[src/rtl/button_event_arbiter.sv]
// Latches button press pulses as pending requests and serves them one per offer, round-robin, over valid/ready.
// Optional auto-repeat of a held button is built when BUTTON_EVENT_ARBITER_AUTOREPEAT_EN is defined.
module button_event_arbiter #(
  parameter int WIDTH         = 4,
  parameter int REPEAT_DELAY  = 50_000_000,
  parameter int REPEAT_PERIOD = 10_000_000,
  localparam int IDW          = $clog2(WIDTH)
) (
  input  logic             clk,
  input  logic             resetn,
  input  logic [WIDTH-1:0] btn_level,
  input  logic [WIDTH-1:0] btn_rise,
  output logic             evt_valid,
  input  logic             evt_ready,
  output logic [IDW-1:0]   evt_id,
  output logic             evt_repeat,
  output logic [WIDTH-1:0] pending,
  output logic             overflow
);

  typedef enum logic {IDLE, OFFER} state_t;

  state_t           state_q;
  logic [WIDTH-1:0] pending_q, pending_d;
  logic [WIDTH-1:0] rep_flag_q, rep_flag_d;
  logic [WIDTH-1:0] grant, rep_set;
  logic [IDW-1:0]   last_id_q, sel_id, cand, evt_id_q;
  logic             sel_found, evt_valid_q, evt_repeat_q, overflow_q, overflow_d;

  // Search starts just after the last winner so every button gets its turn.
  always_comb begin
    sel_found = 1'b0;
    sel_id    = '0;
    cand      = '0;
    for (int k = 1; k <= WIDTH; k++) begin
      cand = (int'(last_id_q) + k >= WIDTH) ? IDW'(int'(last_id_q) + k - WIDTH)
                                            : IDW'(int'(last_id_q) + k);
      if (!sel_found && pending_q[cand]) begin
        sel_found = 1'b1;
        sel_id    = cand;
      end
    end
  end

  always_comb begin
    grant = '0;
    if (state_q == IDLE && sel_found) grant[sel_id] = 1'b1;
  end

`ifdef BUTTON_EVENT_ARBITER_AUTOREPEAT_EN
  localparam int RMAX = (REPEAT_DELAY > REPEAT_PERIOD) ? REPEAT_DELAY : REPEAT_PERIOD;
  localparam int TW   = $clog2(RMAX);

  logic [TW-1:0]  timer_q;
  logic [IDW-1:0] rep_id_q, rise_id;
  logic           rep_on_q, tick;

  always_comb begin
    rise_id = '0;
    for (int i = WIDTH - 1; i >= 0; i--) begin
      if (btn_rise[i]) rise_id = IDW'(i);
    end
  end

  assign tick = rep_on_q && btn_level[rep_id_q] && (timer_q == '0);

  // A repeat landing on a bit that stays pending is dropped without overflow.
  always_comb begin
    rep_set = '0;
    if (tick) rep_set[rep_id_q] = ~(pending_q[rep_id_q] & ~grant[rep_id_q]);
  end

  always_ff @(posedge clk or negedge resetn) begin
    if (!resetn) begin
      timer_q  <= '0;
      rep_id_q <= '0;
      rep_on_q <= 1'b0;
    end else if (|btn_rise) begin
      timer_q  <= TW'(REPEAT_DELAY - 1);
      rep_id_q <= rise_id;
      rep_on_q <= 1'b1;
    end else if (rep_on_q) begin
      if (!btn_level[rep_id_q]) rep_on_q <= 1'b0;
      else if (timer_q == '0)   timer_q  <= TW'(REPEAT_PERIOD - 1);
      else                      timer_q  <= timer_q - 1'b1;
    end
  end
`else
  logic unused_level;
  assign unused_level = ^btn_level;
  assign rep_set      = '0;
`endif

  assign pending_d  = (pending_q & ~grant) | rep_set | btn_rise;
  assign rep_flag_d = (rep_flag_q | rep_set) & ~btn_rise;
  assign overflow_d = |(btn_rise & pending_q & ~grant);

  always_ff @(posedge clk or negedge resetn) begin
    if (!resetn) begin
      state_q      <= IDLE;
      evt_valid_q  <= 1'b0;
      evt_id_q     <= '0;
      evt_repeat_q <= 1'b0;
      last_id_q    <= IDW'(WIDTH - 1);
      pending_q    <= '0;
      rep_flag_q   <= '0;
      overflow_q   <= 1'b0;
    end else begin
      pending_q  <= pending_d;
      rep_flag_q <= rep_flag_d;
      overflow_q <= overflow_d;
      case (state_q)
        IDLE: if (sel_found) begin
          state_q      <= OFFER;
          evt_valid_q  <= 1'b1;
          evt_id_q     <= sel_id;
          evt_repeat_q <= rep_flag_q[sel_id];
          last_id_q    <= sel_id;
        end
        OFFER: if (evt_ready) begin
          state_q     <= IDLE;
          evt_valid_q <= 1'b0;
        end
        default: state_q <= IDLE;
      endcase
    end
  end

  assign evt_valid  = evt_valid_q;
  assign evt_id     = evt_id_q;
  assign evt_repeat = evt_repeat_q;
  assign pending    = pending_q;
  assign overflow   = overflow_q;

endmodule
[config.mk]
export PLATFORM = sky130hd
export DESIGN_NAME = button_event_arbiter
export DESIGN_NICKNAME = d
export VERILOG_FILES = /design/src/rtl/button_event_arbiter.sv
export SDC_FILE = /design/constraint.sdc
export NUM_CORES = 1
export LEC_CHECK = 0
export ABC_CLOCK_PERIOD_IN_PS = 2100
export BUFFER_PORTS_ARGS = -buffer_cell sky130_fd_sc_hd__buf_2
export CAP_MARGIN = 20
export CORE_MARGIN = 2
export CORE_UTILIZATION = 43
export CTS_CLUSTER_SIZE = 12
export DETAILED_ROUTE_END_ITERATION = 16
export PLACE_DENSITY = 0.75
export SYNTH_ARGS = -nofsm -noshare
export SYNTH_HDL_FRONTEND = slang
export SYNTH_SLANG_ARGS = --single-unit
export TNS_END_PERCENT = 100
[constraint.sdc]
create_clock -name clk -period 2.1 [get_ports clk]
set_input_delay 0.105 -clock clk [delete_from_list [all_inputs] [get_ports clk]]
set_output_delay 0.105 -clock clk [all_outputs]
set_load 0.05 [all_outputs]
======== Yosys cells after proc, flatten, opt, wreduce, memory -nomap -nowiden ========
Cells that the tools add are included.
operators by class
  add/subtract/negate cells ............... 8
  $lt $le $gt $ge ......................... 10
  equal/unequal tests ..................... 2
  mux-type cells .......................... 31
  bitwise logic cells ..................... 8
  reductions and logical operators ........ 11
operators by type and width
  kind                                                                                 count
  4-bit AND                                                                            4
  2-bit two-way mux                                                                    8
  2-bit by 3-bit less-than comparator with 1-bit output, second input constant         5
  1-bit two-way mux                                                                    14
  1-bit binary-select mux with 2-bit select                                            5
  3-bit greater-or-equal comparator, second input constant                             3
  4-bit NOT                                                                            2
  2-bit by 1-bit subtractor with 2-bit output, second input constant                   4
  2-bit by 2-bit adder with 3-bit output, second input constant                        2
  1-bit logical AND                                                                    5
  2-bit by 3-bit adder with 4-bit output, second input constant                        1
  4-bit by 3-bit greater-or-equal comparator with 1-bit output, second input constant  1
  4-bit two-way mux                                                                    1
  2-bit inequality test, second input constant                                         2
  4-bit bitwise OR                                                                     1
  1-bit one-hot mux with 2 select lines                                                2
  2-bit AND reduction                                                                  2
  4-bit OR reduction                                                                   1
  2-bit by 1-bit adder with 3-bit output, second input constant                        1
  1-bit logical NOT                                                                    3
  1-bit demux with 2-bit select                                                        1
  2-bit by 1-bit greater-or-equal comparator with 1-bit output, second input constant  1
  1-bit NOT                                                                            1
word-level totals
  register bits after elaboration ......... 16
  input port bits ......................... 11
  output and inout bits ................... 9
  logic and storage cells ................. 78

======== Longest topological paths before layout ========
Gate-level depths: netlist (run 1).
  depth in word-level cells ............... 23
  mapped depth ............................ 6
  depth with buffers taken out ............ 5

======== Worst setup path before layout (run 1) ========
OpenSTA, ideal clock, no wires.
  path type ............................... reg2reg
  start ................................... register pending_q[1], in the netlist pending[1]
  end ..................................... register evt_repeat_q, in the netlist evt_repeat
  setup time .............................. 0.120 ns
  arrival ................................. 1.756 ns
  data required time ...................... 1.980 ns
  setup slack ............................. 0.224 ns
  stages on the path, launching flop included .. 7
  buffers on the path ..................... 1
  period minus slack after synthesis ...... 1.876 ns
  path through ............................ dfrtp_1 buf_4 inv_1 a211oi_2 nor3_4 a221o_1 a31o_1
on the way
  cells in the longest elaborated chain, start to end .. 14
  elaborated cells between the ends (all ways) .. 25
  classes of those cells .................. mux: 18; reduce/logical: 7
ends and longest elaborated chain
  what                                       RTL line  RTL
  start, declared                            24        logic [WIDTH-1:0] pending_q, pending_d;
  start signal, assigned                     109       pending_q <= pending_d;
  1-bit binary-select mux with 2-bit select  38        if (!sel_found && pending_q[cand]) begin
  1-bit two-way mux (not written as such)    38
  1-bit two-way mux                          38
  1-bit logical NOT                          38
  1-bit logical AND                          38
  1-bit two-way mux                          38
  1-bit logical NOT                          38
  1-bit logical AND                          38
  1-bit two-way mux                          38
  1-bit logical NOT                          38
  1-bit logical AND                          38
  2-bit two-way mux                          38
  1-bit binary-select mux with 2-bit select  117       evt_repeat_q <= rep_flag_q[sel_id];
  1-bit two-way mux (not written as such)    117
  end signal, assigned                       117
  end, declared                              28        logic sel_found, evt_valid_q, evt_repeat_q, overflow_q, overflow_d;
Parallel ways exist; a longest one is shown, timed or not. The select of a mux whose other input is x is not followed.
A chain may end at the register's enable or synchronous reset.

======== Worst setup path in the final report (run 1) ========
  start ................................... register last_id_q[1]
  end ..................................... register evt_repeat_q, in the netlist evt_repeat
on the way
  cells in the longest elaborated chain, start to end .. 17
  elaborated cells between the ends (all ways) .. 41
  classes of those cells .................. add/sub: 8; order compare: 4; mux: 22; reduce/logical: 7
ends and longest elaborated chain
  what                                                                                              RTL line  RTL
  start, declared                                                                                   27        logic [IDW-1:0] last_id_q, sel_id, cand, evt_id_q;
  start signal, assigned                                                                            104       last_id_q <= IDW'(WIDTH - 1);
  start signal, assigned                                                                            118       last_id_q <= sel_id;
  2-bit by 1-bit adder with 3-bit output                                                            36, 37
  3-bit greater-or-equal comparator or 2-bit by 1-bit subtractor with 2-bit output (tied branches)  36        cand = (int'(last_id_q) + k >= WIDTH) ? IDW'(int'(last_id_q) + k - WIDTH)
  2-bit two-way mux                                                                                 36
  1-bit binary-select mux with 2-bit select                                                         38
  1-bit two-way mux (not written as such)                                                           38
  1-bit two-way mux                                                                                 38
  1-bit logical NOT                                                                                 38
  1-bit logical AND                                                                                 38
  1-bit two-way mux                                                                                 38
  1-bit logical NOT                                                                                 38
  1-bit logical AND                                                                                 38
  1-bit two-way mux                                                                                 38
  1-bit logical NOT                                                                                 38
  1-bit logical AND                                                                                 38
  2-bit two-way mux                                                                                 38
  1-bit binary-select mux with 2-bit select                                                         117
  1-bit two-way mux (not written as such)                                                           117
Parallel ways exist; a longest one is shown, timed or not. The select of a mux whose other input is x is not followed.

==> metrics, run 1 <==
Layout area overhead=17.40%; initial cell density of the core=0.4645; number of synthesized register bits=16; pre-CTS setup slack=about 0.26 ns; mux contribution to synthesized area=0.03969; PostCTS Resize Cnt=0; relative slew slack=0.5408; routed len/inst=between 10 and 15 um; Synth area leader=dfrtp_1; Synth Area per Inst=between 10 and 15 sq um; Final Util=0.5454; Synth Area in Compound Gates=0.1954; initial antenna violation count=0; die area=about 2300 sq um; GR Util All Layers=0.1764; Achievable Freq=538.4 MHz; H-tree depth=1; crit end category=register; top post-synthesis cells by area=dfrtp_1, dfstp_2, nand2b_1, nor2_1, buf_6; I/O Pins=20; YS warnings=0; critical path type=reg -> reg; commonest cells after routing, fill and taps aside=buf_2, dfrtp_1, nor2_1, nand2_1, nand2b_1; Pwr per Cell Area=1405 nW/um^2; antenna cells=0; DRT Pass-1 Iters=4; Min-Delay Path Class=in -> reg; Final Hold Fails=0; peak supply drop=roughly 0.0007 V; clock slew at reported path FFs=approximately 0.090 ns; synthesized instance count=slightly below 80; area share of the largest cell type after synthesis=0.4275; critical path's slowest cell=dfstp_2; worst hold slack=between 0.008 and 0.009 ns; Critical path buffers and inverters=0; crit path max fanout=7; synthesized area=just over 800 sq um; final worst slack=around 0.24 ns; main combinational cell family by area after synthesis=simple AND/OR/NAND/NOR gates; Slew @ Worst Pin=0.6863 ns; port bufs=15; Slew Limit Fails=0; drt initial violations=22; Post-DP HPWL=1187 um; clk buf depth=2; Post-CTS Setup Bufs=0; NumNets Final=between 100 and 150; Final Setup Violations=0; vias in the first global route=599; Yosys cell types=31; pin count of the biggest net entering global routing=17; Sink Count=16; total grt overflow=0; post-synthesis sequential area ratio=0.4916; Synthesized Nets=between 80 and 90; Power, Total=about 1.4 mW; Clock Skew=approximately 0.006 ns; status=finished, final reports clean; most common cell after layout, fill and taps aside=buf_2; adder-cell share of the synthesized area=0; Final Wtd Congestion=0.8275; Root Driver=clkbuf_4; Max Cap Violations=0; Die Y=about 48 um; Die Span X=around 48 um; Post-Synth Simple-Gate Area=0.2275; Core Box Area=1764 sq um; setup TNS=0 ns; share of layout cells above drive strength 1=0.2551; Worst EP required=approximately 2.3 ns; Pleak=approximately 0.41 nW; FP Rows=15; CTS hold repair buffers=4; Min Clock Period, post-route=1.857 ns; Via Count=a little under 700; Worst Path Arrival=2.05 ns; CTS tree=done; crit-path max cell delay=0.61 ns; Top delay family on crit path=compound AO/OA/AOI/OAI gates; first-pass GRT wire length=roughly 2700 um; Post-Synth XOR/XNOR Area=0; final wirelength=approximately 1700 um; critical-path cell list=mux2i_1 > o21ai_1 > or2_4 > a221o_1 > a31o_1; fin crit share=0.8845; Vias/cell=roughly 5.6; Clk Latency, worst-skew pair=about 0.30 ns; DRC=0; CTS Buf Count=3; RSZ-0062 raised after global routing=false; antenna viol nets, final=0; startpoint type of the worst setup path=register
Yosys cell counts:
library cell,number
dfstp_2,2
a211oi_2,1
nand2b_1,5
buf_6,2
nor2b_1,3
mux2i_1,1
inv_1,2
and2b_1,2
o311ai_0,1
nand3b_1,2
o31ai_1,2
nand2_1,6
nor3_4,1
o21ai_1,2
nor2_1,7
dfrtp_1,14
a41o_1,1
a21o_1,2
a31o_1,1
mux2_2,2
o21a_1,2
or2_4,1
o211ai_1,3
nor4_1,2
a21oi_1,3
o21ai_0,2
nand3_1,2
buf_4,1
a22oi_1,1
a221o_1,1
and4b_1,1
state kept, by name (all words and copies together), names as in the netlist:
signal      count
evt_id          2
evt_repeat      1
evt_valid       1
last_id_q       2
overflow        1
pending         4
rep_flag_q      4
state_q         1
logic make-up (layout without fill, tap and decap cells):
logic type,Yosys count,count (layout)
multiplexers,3,3
buffers and inverters,5,25
AO/OA/AOI/OAI,22,22
AND/OR/NAND/NOR,32,32
flip-flops,16,16
through the flow:
step	cells	instance area, sq um
floorplan	78	819.5
global placement	115	895.9
detailed placement	115	895.9
CTS	123	962.2
global route	123	962.2
finish	123	962.2
worst reg2reg max path, stage by stage, from the launching register on:
cell,delay [ns]
dfstp_2,0.61
mux2i_1,0.21
o21ai_1,0.13
or2_4,0.28
a221o_1,0.32
a31o_1,0.21
cell type report:
class	count	area (sq um)
clock buffers	4	26.28
multi-input cells	57	379.1
well taps	25	31.28
repair buffers	19	115.1
inverters	2	7.507
flip-flops and latches	16	402.9
fillers	180	802.0
final timing paths:
path	startpoint	to	slack (ns)	cells past startpoint
max	last_id_q[1]$_DFFE_PN1P_	evt_repeat$_DFFE_PN0P_	0.24	5
min	btn_rise[0]	rep_flag_q[0]$_DFF_PN0_	0.008	2
max reg2reg	last_id_q[1]$_DFFE_PN1P_	evt_repeat$_DFFE_PN0P_	0.24	5
min reg2reg	evt_id[0]$_DFFE_PN0P_	evt_id[0]$_DFFE_PN0P_	0.49	1
max in group asynchronous	resetn	last_id_q[1]$_DFFE_PN1P_	1.55	2
min in group asynchronous	resetn	rep_flag_q[1]$_DFF_PN0_	0.24	2
per-layer routing:
| metal | track usage | wire [um] | vias to the layer above |
|---|---|---|---|
| met5 | 0 | 0 | - |
| met4 | 0.09730 | 42 | 0 |
| met3 | 0.02264 | 109 | 5 |
| met2 | 0.2676 | 771 | 28 |
| met1 | 0.2447 | 780 | 328 |
| li1 | - | - | 324 |
report_power, final:
part | internal (mW) | switching [mW] | leakage, nW
Clock | 0.0741 | 0.0985 | 0.0150
Sequential | 0.399 | 0.0948 | 0.182
Combinational | 0.236 | 0.449 | 0.215
Power figures use the tool's default switching activity.
==> inputs of run 2 (changes only) <==
- RECOVER_POWER: unset -> 25
==> metrics, run 2 (synthesis results as in run 1) <==
Max Cap Violations=0; Achievable Freq=around 540 MHz; peak supply drop=a little under 0.0007 V; H-tree depth=1; crit path max fanout=7; Core Box Area=around 1800 sq um; critical-path cell list=mux2i_1 > o21ai_1 > or2_4 > a221o_1 > a31o_1; clock slew at reported path FFs=~0.090 ns; Final Setup Violations=0; commonest cells after routing, fill and taps aside=dfrtp_1, buf_2, nor2_1, nand2_1, nand2b_1; relative slew slack=0.4329; pin count of the biggest net entering global routing=17; CTS Buf Count=3; Vias/cell=around 5.6; GR Util All Layers=0.1764; setup TNS=0 ns; Post-CTS Setup Bufs=0; Min Clock Period, post-route=roughly 1.9 ns; Clk Latency, worst-skew pair=~0.30 ns; Pwr per Cell Area=roughly 1400 nW/um^2; critical path type=reg -> reg; initial antenna violation count=0; vias in the first global route=around 600; Worst Path Arrival=approximately 2 ns; Sink Count=16; critical path's slowest cell=dfstp_2; Layout area overhead=17.25%; DRT Pass-1 Iters=4; I/O Pins=20; Critical path buffers and inverters=0; Top delay family on crit path=compound AO/OA/AOI/OAI gates; Pleak=approximately 0.41 nW; final wirelength=1704 um; Die Y=~48 um; Worst EP required=between 2 and 2.5 ns; Die Span X=47.66 um; Clock Skew=between 0.005 and 0.006 ns; DRC=0; FP Rows=15; crit-path max cell delay=about 0.61 ns; Final Hold Fails=0; antenna viol nets, final=0; Post-DP HPWL=between 1000 and 1500 um; status=finished, final reports clean; initial cell density of the core=0.4645; CTS hold repair buffers=4; Final Wtd Congestion=around 0.83; Min-Delay Path Class=in -> reg; RSZ-0062 raised after global routing=false; total grt overflow=0; routed len/inst=between 10 and 15 um; drt initial violations=22; Slew @ Worst Pin=roughly 0.85 ns; Root Driver=clkbuf_4; antenna cells=0; crit end category=register; clk buf depth=2; fin crit share=0.8845; PostCTS Resize Cnt=0; first-pass GRT wire length=about 2700 um; port bufs=15; die area=around 2300 sq um; Slew Limit Fails=0; startpoint type of the worst setup path=register; NumNets Final=110; Final Util=0.5447; Via Count=685; CTS tree=done; share of layout cells above drive strength 1=0.2449
==> run 2: per-layer routing <==
metal,global-route usage,wire length (um),share of wire
met1,0.2447,780,0.46
met2,0.2676,771,0.45
met3,0.02264,109,0.064
met4,0.09730,42,0.025
met5,0,0,0
==> run 2: area by class of cell <==
cell class | instances | area (sq um)
flip-flops and latches | 16 | 402.9
inverters | 2 | 7.507
clock buffers | 4 | 26.28
repair buffers | 19 | 113.9
multi-input cells | 57 | 379.1
well taps | 25 | 31.28
fillers | 181 | 803.3
==> run 2: stage by stage <==
step	setup slack, ns	std cells	total power, mW	hold WS (ns)	area, sq um
4_1_cts	0.2412	123	1.353	0.01236	962.2
2_1_floorplan	0.2243	78	1.049	-0.1906	819.5
3_5_place_dp	0.2567	115	1.179	0.03484	895.9
5_1_grt	0.1771	123	1.437	0.02420	960.9
6_report	0.2426	123	1.352	0.008120	960.9
3_3_place_gp	0.2987	115	1.157	0.02608	895.9
==> run 2: final timing paths <==
check / from / endpoint / slack, ns / cells after the start
worst max-delay path: last_id_q[1]$_DFFE_PN1P_ / evt_repeat$_DFFE_PN0P_ / 0.24 / 5
worst min-delay path: btn_rise[0] / rep_flag_q[0]$_DFF_PN0_ / 0.008 / 2
worst max register to register: last_id_q[1]$_DFFE_PN1P_ / evt_repeat$_DFFE_PN0P_ / 0.24 / 5
worst min register to register: evt_id[0]$_DFFE_PN0P_ / evt_id[0]$_DFFE_PN0P_ / 0.49 / 1
max in group asynchronous: resetn / evt_id[1]$_DFFE_PN0P_ / 1.15 / 2
min in group asynchronous: resetn / rep_flag_q[1]$_DFF_PN0_ / 0.42 / 2
==> run 2: power by group <==
part / internal (mW) / switching (mW) / leakage, nW / total (mW)
Sequential: 0.399 / 0.0948 / 0.182 / 0.494
Clock: 0.0741 / 0.0985 / 0.0150 / 0.173
Combinational: 0.236 / 0.449 / 0.213 / 0.685
Total: 0.709 / 0.643 / 0.409 / 1.35
